File: src/rtl/lsu_pkg.sv
// ============================================================================
// Module : lsu_pkg
// Brief  : Shared funct3 codes, FSM state type and access-size helpers for
//          the load/store unit.
// Rev    : 1.0  initial release
// ============================================================================
`default_nettype none

package lsu_pkg;

    localparam logic [2:0] F3_B  = 3'b000;
    localparam logic [2:0] F3_H  = 3'b001;
    localparam logic [2:0] F3_W  = 3'b010;
    localparam logic [2:0] F3_BU = 3'b100;
    localparam logic [2:0] F3_HU = 3'b101;

    typedef enum logic [2:0] {
        IDLE     = 3'd0,
        ISSUE_LO = 3'd1,
        WAIT_LO  = 3'd2,
        ISSUE_HI = 3'd3,
        WAIT_HI  = 3'd4,
        RESP     = 3'd5
    } lsu_state_t;

    // Access size in bytes; unknown codes report word size and are
    // screened out by funct3_legal before any access is made.
    function automatic logic [2:0] size_of(input logic [2:0] funct3);
        case (funct3)
            F3_B, F3_BU: size_of = 3'd1;
            F3_H, F3_HU: size_of = 3'd2;
            default:     size_of = 3'd4;
        endcase
    endfunction

    function automatic logic funct3_legal(input logic we, input logic [2:0] funct3);
        case (funct3)
            F3_B, F3_H, F3_W: funct3_legal = 1'b1;
            F3_BU, F3_HU:     funct3_legal = ~we;
            default:          funct3_legal = 1'b0;
        endcase
    endfunction

endpackage

`default_nettype wire

File: src/rtl/lsu_align.sv
// ============================================================================
// Module : lsu_align
// Brief  : Combinational lane logic: byte enables, split detection, store
//          data shift and load data shift/extension.
// Rev    : 1.0  initial release
// ============================================================================
`default_nettype none

module lsu_align
    import lsu_pkg::*;
(
    input  logic [2:0]  funct3,
    input  logic [1:0]  offset,
    input  logic [31:0] store_data,
    input  logic [31:0] load_lo,
    input  logic [31:0] load_hi,
    output logic [3:0]  be_lo,
    output logic [3:0]  be_hi,
    output logic        split,
    output logic [31:0] wdata_lo,
    output logic [31:0] wdata_hi,
    output logic [31:0] load_data
);

    logic [3:0]  w_size_mask;
    logic [7:0]  w_mask;
    logic [4:0]  w_shift;
    logic [63:0] w_store_wide;
    logic [63:0] w_load_wide;

    always_comb begin
        case (size_of(funct3))
            3'd1:    w_size_mask = 4'b0001;
            3'd2:    w_size_mask = 4'b0011;
            default: w_size_mask = 4'b1111;
        endcase
    end

    assign w_mask       = {4'b0000, w_size_mask} << offset;
    assign w_shift      = {offset, 3'b000};
    assign be_lo        = w_mask[3:0];
    assign be_hi        = w_mask[7:4];
    assign split        = |w_mask[7:4];

    assign w_store_wide = {32'h0, store_data} << w_shift;
    assign wdata_lo     = w_store_wide[31:0];
    assign wdata_hi     = w_store_wide[63:32];

    // Bytes straddling a word boundary land back in the low lanes here.
    assign w_load_wide  = {load_hi, load_lo} >> w_shift;

    always_comb begin
        case (funct3)
            F3_B:    load_data = {{24{w_load_wide[7]}}, w_load_wide[7:0]};
            F3_H:    load_data = {{16{w_load_wide[15]}}, w_load_wide[15:0]};
            F3_BU:   load_data = {24'h0, w_load_wide[7:0]};
            F3_HU:   load_data = {16'h0, w_load_wide[15:0]};
            default: load_data = w_load_wide[31:0];
        endcase
    end

endmodule

`default_nettype wire

File: src/rtl/load_store_unit.sv
// ============================================================================
// Module : load_store_unit
// Brief  : Data-memory initiator: decodes RV32I loads/stores, splits
//          misaligned accesses into two word requests, extends load data.
// Rev    : 1.0  initial release
// ============================================================================
`default_nettype none

module load_store_unit
    import lsu_pkg::*;
#(
    parameter int ADDR_WIDTH    = 32,
    parameter bit MISALIGNED_EN = 1'b1
) (
    input  logic                  clk,
    input  logic                  rst,
    input  logic                  req_valid,
    output logic                  req_ready,
    input  logic                  req_we,
    input  logic [2:0]            req_funct3,
    input  logic [ADDR_WIDTH-1:0] req_addr,
    input  logic [31:0]           req_wdata,
    output logic                  rsp_valid,
    output logic [31:0]           rsp_rdata,
    output logic                  rsp_err,
    output logic                  mem_req_valid,
    input  logic                  mem_req_ready,
    output logic                  mem_we,
    output logic [ADDR_WIDTH-1:0] mem_addr,
    output logic [3:0]            mem_be,
    output logic [31:0]           mem_wdata,
    input  logic                  mem_rsp_valid,
    input  logic [31:0]           mem_rdata
);

    localparam logic [ADDR_WIDTH-1:0] c_word_step = ADDR_WIDTH'(4);

    lsu_state_t            r_state;
    lsu_state_t            w_state_next;

    logic                  r_we;
    logic [2:0]            r_funct3;
    logic [ADDR_WIDTH-1:0] r_addr;
    logic [31:0]           r_wdata;
    logic [31:0]           r_lo_data;
    logic [31:0]           r_rsp_rdata;
    logic                  r_rsp_err;
    logic                  r_mem_we;
    logic [ADDR_WIDTH-1:0] r_mem_addr;
    logic [3:0]            r_mem_be;
    logic [31:0]           r_mem_wdata;

    logic                  w_idle;
    logic                  w_accept;
    logic                  w_sel_we;
    logic [2:0]            w_sel_funct3;
    logic [ADDR_WIDTH-1:0] w_sel_addr;
    logic [31:0]           w_sel_wdata;
    logic [ADDR_WIDTH-1:0] w_lo_addr;
    logic [ADDR_WIDTH-1:0] w_hi_addr;
    logic [31:0]           w_lo_word;
    logic [3:0]            w_be_lo;
    logic [3:0]            w_be_hi;
    logic                  w_split;
    logic [31:0]           w_wdata_lo;
    logic [31:0]           w_wdata_hi;
    logic [31:0]           w_load_data;
    logic                  w_bad;

    assign w_idle   = (r_state == IDLE);
    assign w_accept = w_idle & req_valid;

    // In IDLE the aligner sees the incoming request so the low-word request
    // can be registered on the accept edge; afterwards it sees the latched copy.
    assign w_sel_we     = w_idle ? req_we     : r_we;
    assign w_sel_funct3 = w_idle ? req_funct3 : r_funct3;
    assign w_sel_addr   = w_idle ? req_addr   : r_addr;
    assign w_sel_wdata  = w_idle ? req_wdata  : r_wdata;

    assign w_lo_addr = {w_sel_addr[ADDR_WIDTH-1:2], 2'b00};
    assign w_hi_addr = w_lo_addr + c_word_step;
    assign w_lo_word = (r_state == WAIT_LO) ? mem_rdata : r_lo_data;

    lsu_align u_align (
        .funct3     (w_sel_funct3),
        .offset     (w_sel_addr[1:0]),
        .store_data (w_sel_wdata),
        .load_lo    (w_lo_word),
        .load_hi    (mem_rdata),
        .be_lo      (w_be_lo),
        .be_hi      (w_be_hi),
        .split      (w_split),
        .wdata_lo   (w_wdata_lo),
        .wdata_hi   (w_wdata_hi),
        .load_data  (w_load_data)
    );

    assign w_bad = ~funct3_legal(w_sel_we, w_sel_funct3) | (w_split & ~MISALIGNED_EN);

    always_ff @(posedge clk) begin
        if (rst) begin
            r_state <= IDLE;
        end else begin
            r_state <= w_state_next;
        end
    end

    always_comb begin
        w_state_next = r_state;
        case (r_state)
            IDLE: begin
                if (req_valid) begin
                    w_state_next = w_bad ? RESP : ISSUE_LO;
                end
            end
            ISSUE_LO: begin
                if (mem_req_ready) begin
                    if (!r_we) begin
                        w_state_next = WAIT_LO;
                    end else begin
                        w_state_next = w_split ? ISSUE_HI : RESP;
                    end
                end
            end
            WAIT_LO: begin
                if (mem_rsp_valid) begin
                    w_state_next = w_split ? ISSUE_HI : RESP;
                end
            end
            ISSUE_HI: begin
                if (mem_req_ready) begin
                    w_state_next = r_we ? RESP : WAIT_HI;
                end
            end
            WAIT_HI: begin
                if (mem_rsp_valid) begin
                    w_state_next = RESP;
                end
            end
            RESP:    w_state_next = IDLE;
            default: w_state_next = IDLE;
        endcase
    end

    always_comb begin
        req_ready     = 1'b0;
        rsp_valid     = 1'b0;
        mem_req_valid = 1'b0;
        case (r_state)
            IDLE:               req_ready     = 1'b1;
            ISSUE_LO, ISSUE_HI: mem_req_valid = 1'b1;
            RESP:               rsp_valid     = 1'b1;
            default: ;
        endcase
    end

    always_ff @(posedge clk) begin
        if (rst) begin
            r_we        <= 1'b0;
            r_funct3    <= 3'b000;
            r_addr      <= '0;
            r_wdata     <= 32'h0;
            r_lo_data   <= 32'h0;
            r_rsp_rdata <= 32'h0;
            r_rsp_err   <= 1'b0;
            r_mem_we    <= 1'b0;
            r_mem_addr  <= '0;
            r_mem_be    <= 4'b0000;
            r_mem_wdata <= 32'h0;
        end else begin
            if (w_accept) begin
                r_we        <= req_we;
                r_funct3    <= req_funct3;
                r_addr      <= req_addr;
                r_wdata     <= req_wdata;
                r_rsp_rdata <= 32'h0;
                r_rsp_err   <= w_bad;
                if (!w_bad) begin
                    r_mem_we    <= req_we;
                    r_mem_addr  <= w_lo_addr;
                    r_mem_be    <= w_be_lo;
                    r_mem_wdata <= w_wdata_lo;
                end
            end
            if (w_state_next == ISSUE_HI && r_state != ISSUE_HI) begin
                r_mem_addr  <= w_hi_addr;
                r_mem_be    <= w_be_hi;
                r_mem_wdata <= w_wdata_hi;
            end
            if (r_state == WAIT_LO && mem_rsp_valid) begin
                r_lo_data <= mem_rdata;
            end
            // The final read word is taken straight from the bus on the way to RESP.
            if ((r_state == WAIT_LO || r_state == WAIT_HI) && w_state_next == RESP) begin
                r_rsp_rdata <= w_load_data;
            end
        end
    end

    assign rsp_rdata = r_rsp_rdata;
    assign rsp_err   = r_rsp_err;
    assign mem_we    = r_mem_we;
    assign mem_addr  = r_mem_addr;
    assign mem_be    = r_mem_be;
    assign mem_wdata = r_mem_wdata;

endmodule

`default_nettype wire

File: config.mk
export PLATFORM = sky130hd
export DESIGN_NAME = load_store_unit
export DESIGN_NICKNAME = d
export VERILOG_FILES = /design/src/rtl/lsu_pkg.sv /design/src/rtl/lsu_align.sv /design/src/rtl/load_store_unit.sv
export SDC_FILE = /design/constraint.sdc
export NUM_CORES = 1
export LEC_CHECK = 0
export BUFFER_PORTS_ARGS = -buffer_cell sky130_fd_sc_hd__buf_4
export CORE_MARGIN = 5
export CORE_UTILIZATION = 40
export DETAILED_ROUTE_END_ITERATION = 6
export PLACE_DENSITY_LB_ADDON = 0.08
export SYNTH_ARGS = -nofsm -noshare
export SYNTH_HDL_FRONTEND = slang
export SYNTH_SLANG_ARGS = --single-unit
File: constraint.sdc
create_clock -name clk -period 6.65 [get_ports clk]
set_input_delay 1.33 -clock clk [delete_from_list [all_inputs] [get_ports clk]]
set_output_delay 1.33 -clock clk [all_outputs]
set_load 0.02 [all_outputs]
==> impl_metrics.toml <==
[critical_path]
regToRegSetupSlack_ps = 1980
path_max_fanout = 49
r2r-start = "r_state[1]"
crit_type = "register to register"
endpoint = "mem_addr[20]"
r2r_end = "mem_addr[20]"
worstRegToRegCells = 8
cp.arrival_ps = 5040
worstPathRequired_ps = 7020
critPathLaunchType = "register"
end_kind = "register"
crit_start = "r_state[1]"

[logic_synthesis]
syn_area_sq_um = 11100
yosysTopAreaCellShare = 0.365
synth_top_area_cell = "dfxtp_1"
yosys_warnings = 0
synthTopCellsByCount = "nand2_1 (351), dfxtp_1 (203), a21oi_1 (199), nor2_1 (135), mux2i_1 (103)"
synthTopCellsByArea = "dfxtp_1 (36%), nand2_1 (12%), mux2i_1 (9.3%), a21oi_1 (8.9%), nor2_1 (4.6%)"
synth-seq-cells = 203
synthFlopType = "dfxtp_1"
synth.most_common_cell = "nand2_1"
synth_edf_count = 0
netlist_instances = 1458
async_flop_share = 0
yosysSeqAreaShare = 0.365
syn_area_per_cell_sq_um = 7.64
ys_types = 65

[power]
p_switching_mw = 1.50
intPower_mw = 2.66
p_comb_frac = 0.332
p_per_area_nw_per_um2 = 306
clkPwrFrac = 0.324
leakagePower_nw = 5.37
switching_share = 0.361
max-vdd-ir-drop_v = 0.000161
pwr-share-seq = 0.344

[global_route]
grt_max_degree = 111
overflow = 0
grt_pass1_wl_mm = 57.6
grt_pass1_vias = 10100
grt_util_all_layers = 0.226
antenna_found_initial = 2

[routing]
drt_iter0_markers = 729
ant_nets = 0
wl_per_cell_microns = 18.8
vias = 10900
routed.top_layer = "met5"
via_per_inst = 5.50
met3_length_mm = 2.25
dr.pass1.iters = 5
routed_wl_mm = 37.0
dr_wl_met2_mm = 16.8
wl_met1_mm = 17.2
drc = 0

[clock_tree]
max-clock-path-buffers = 3
htreeDepth = 1
cts_resized = 0
cts_buffers = 25
clock_latency_ps = 520
cts_tree = "built"
clk_pin_slew_ps = 60
clock-sinks = 203
cts_setup_buffers = 0
clockRootBuffer = "clkbuf_16"
cts_hold_buf = 0

[placement]
gp_congestion = 0.816
dp_hpwl_mm = 25.0
numPortBuffers = 207
placed_cells = 1932

[floorplanning]
core_sq_um = 27600
rows = 61
die_h_microns = 177
dieArea_sq_um = 31300
ioPinCount = 210
die_w_microns = 177
start_util = 0.403

[finish]
nFillCells = 2780
diodes = 0
nNetsFinal = 1687
seqCellArea_sq_um = 4060
multiInputGateArea_sq_um = 6560
syn_to_final_growth_pct = 21.9
instances_no_fill = 1972
final_layout_size_suffix_gt1_frac = 0.201

[outcome]
status = "complete, no violations"

[job]
max-cap-violations = 0

[hold_path]
hp-class = "register to register"

[sta]
setup_viol = 0
skew_ps = 13.4
tns_ps = 0
relSlewSlack = 0.145
final_max_slew_viol_count = 0
rsz0062_at_grt = "no"
max_freq_ghz = 0.214
finalCritPeriodShare = 0.703
period_needed_ps = 4670
worst_slew_pin_slew_ps = 1280
final_hold_viol_count = 0
## power groups by stage
stage                     Combinational, mW  Clock [mW]  Sequential, mW
after floorplan                       0.895           0            1.50
after global placement                 1.37           0            1.45
after detailed placement               1.38           0            1.46
after CTS                              1.38        1.39            1.43
after global routing                   1.51        1.43            1.44
final                                  1.38        1.35            1.43
## layout by cell type, fill, tap and decap left out, types with 9 or more instances in the layout
| cell type | synthesis | layout |
|---|---|---|
| o21ai_0 | 20 | 20 |
| mux2_2 | 26 | 26 |
| nor2b_1 | 16 | 16 |
| dfxtp_1 | 203 | 203 |
| a221oi_1 | 16 | 16 |
| a21oi_1 | 199 | 198 |
| buf_4 | 10 | 219 |
| nor3_1 | 24 | 23 |
| a311oi_1 | 9 | 9 |
| a211oi_1 | 31 | 31 |
| a31oi_1 | 25 | 25 |
| nor2_1 | 135 | 134 |
| a221o_1 | 16 | 16 |
| nand3_1 | 38 | 38 |
| and3_1 | 11 | 11 |
| mux2i_1 | 103 | 101 |
| nand2_1 | 351 | 351 |
| clkbuf_16 | 0 | 25 |
## per-layer routing
layer,global-route usage,vias up
met1,0.323,5104
li1,-,5363
met3,0.0395,49
met5,0,-
met2,0.361,331
met4,0.0484,4
## cell type report
type                       count  area share
sequential                   203       0.299
multi-input combinational   1124       0.483
clock buffer                  36      0.0528
inverter                       7     0.00212
clock inverter                 4     0.00544
timing repair buffer         220       0.122
tap                          378      0.0349
## flip-flops by register name (all words and copies together), names as in the netlist
name	flops
mem_addr	30
mem_be	4
mem_wdata	32
mem_we	1
r_addr	32
r_funct3	3
r_lo_data	32
r_state	3
r_wdata	32
r_we	1
rsp_err	1
rsp_rdata	32
## through the flow
step	utilization	cell area (sq um)	worst slack (ps)	power, mW	hold slack [ps]
final	0.491	13600	1980	4.16	450
after detailed placement	0.463	12800	1970	2.83	446
after global placement	0.463	12800	2040	2.82	440
after floorplan	-	11100	3410	2.40	433
after CTS	0.491	13600	1950	4.20	454
after global routing	0.491	13600	1680	4.38	467
## worst min path at each step
| stage | depth (start not counted) | to | from |
|---|---|---|---|
| 2_1_floorplan | 2 | r_lo_data[0] | r_lo_data[0] |
| 3_3_place_gp | 2 | r_wdata[0] | r_wdata[0] |
| 3_5_place_dp | 2 | r_wdata[0] | r_wdata[0] |
| 4_1_cts | 2 | r_wdata[0] | r_wdata[0] |
| 5_1_grt | 2 | r_addr[20] | r_addr[20] |
| 6_report | 2 | r_wdata[0] | r_wdata[0] |
## kinds of logic (layout without fill, tap and decap cells)
family                     after synthesis  after routing  synth area share
AOI/OAI and AO/OA                      369            369             0.211
xor gates and xnor gates                 7              7           0.00551
adders and majority gates                1              1           0.00112
buffers and inverters                  132            267            0.0524
DFF                                    203            203             0.365
muxes                                  139            139             0.137
other                                    1              2          0.000337
and+or+nand+nor                        606            606             0.228
## critical path, cell delays in order (launching register included)
cell	delay, ps
dfxtp_1	410
or3_2	560
inv_4	430
buf_4	630
and2_2	270
nand3_1	710
nand2_1	1110
and3_1	290
nor4_1	50
(Power assumes the default switching activity.)
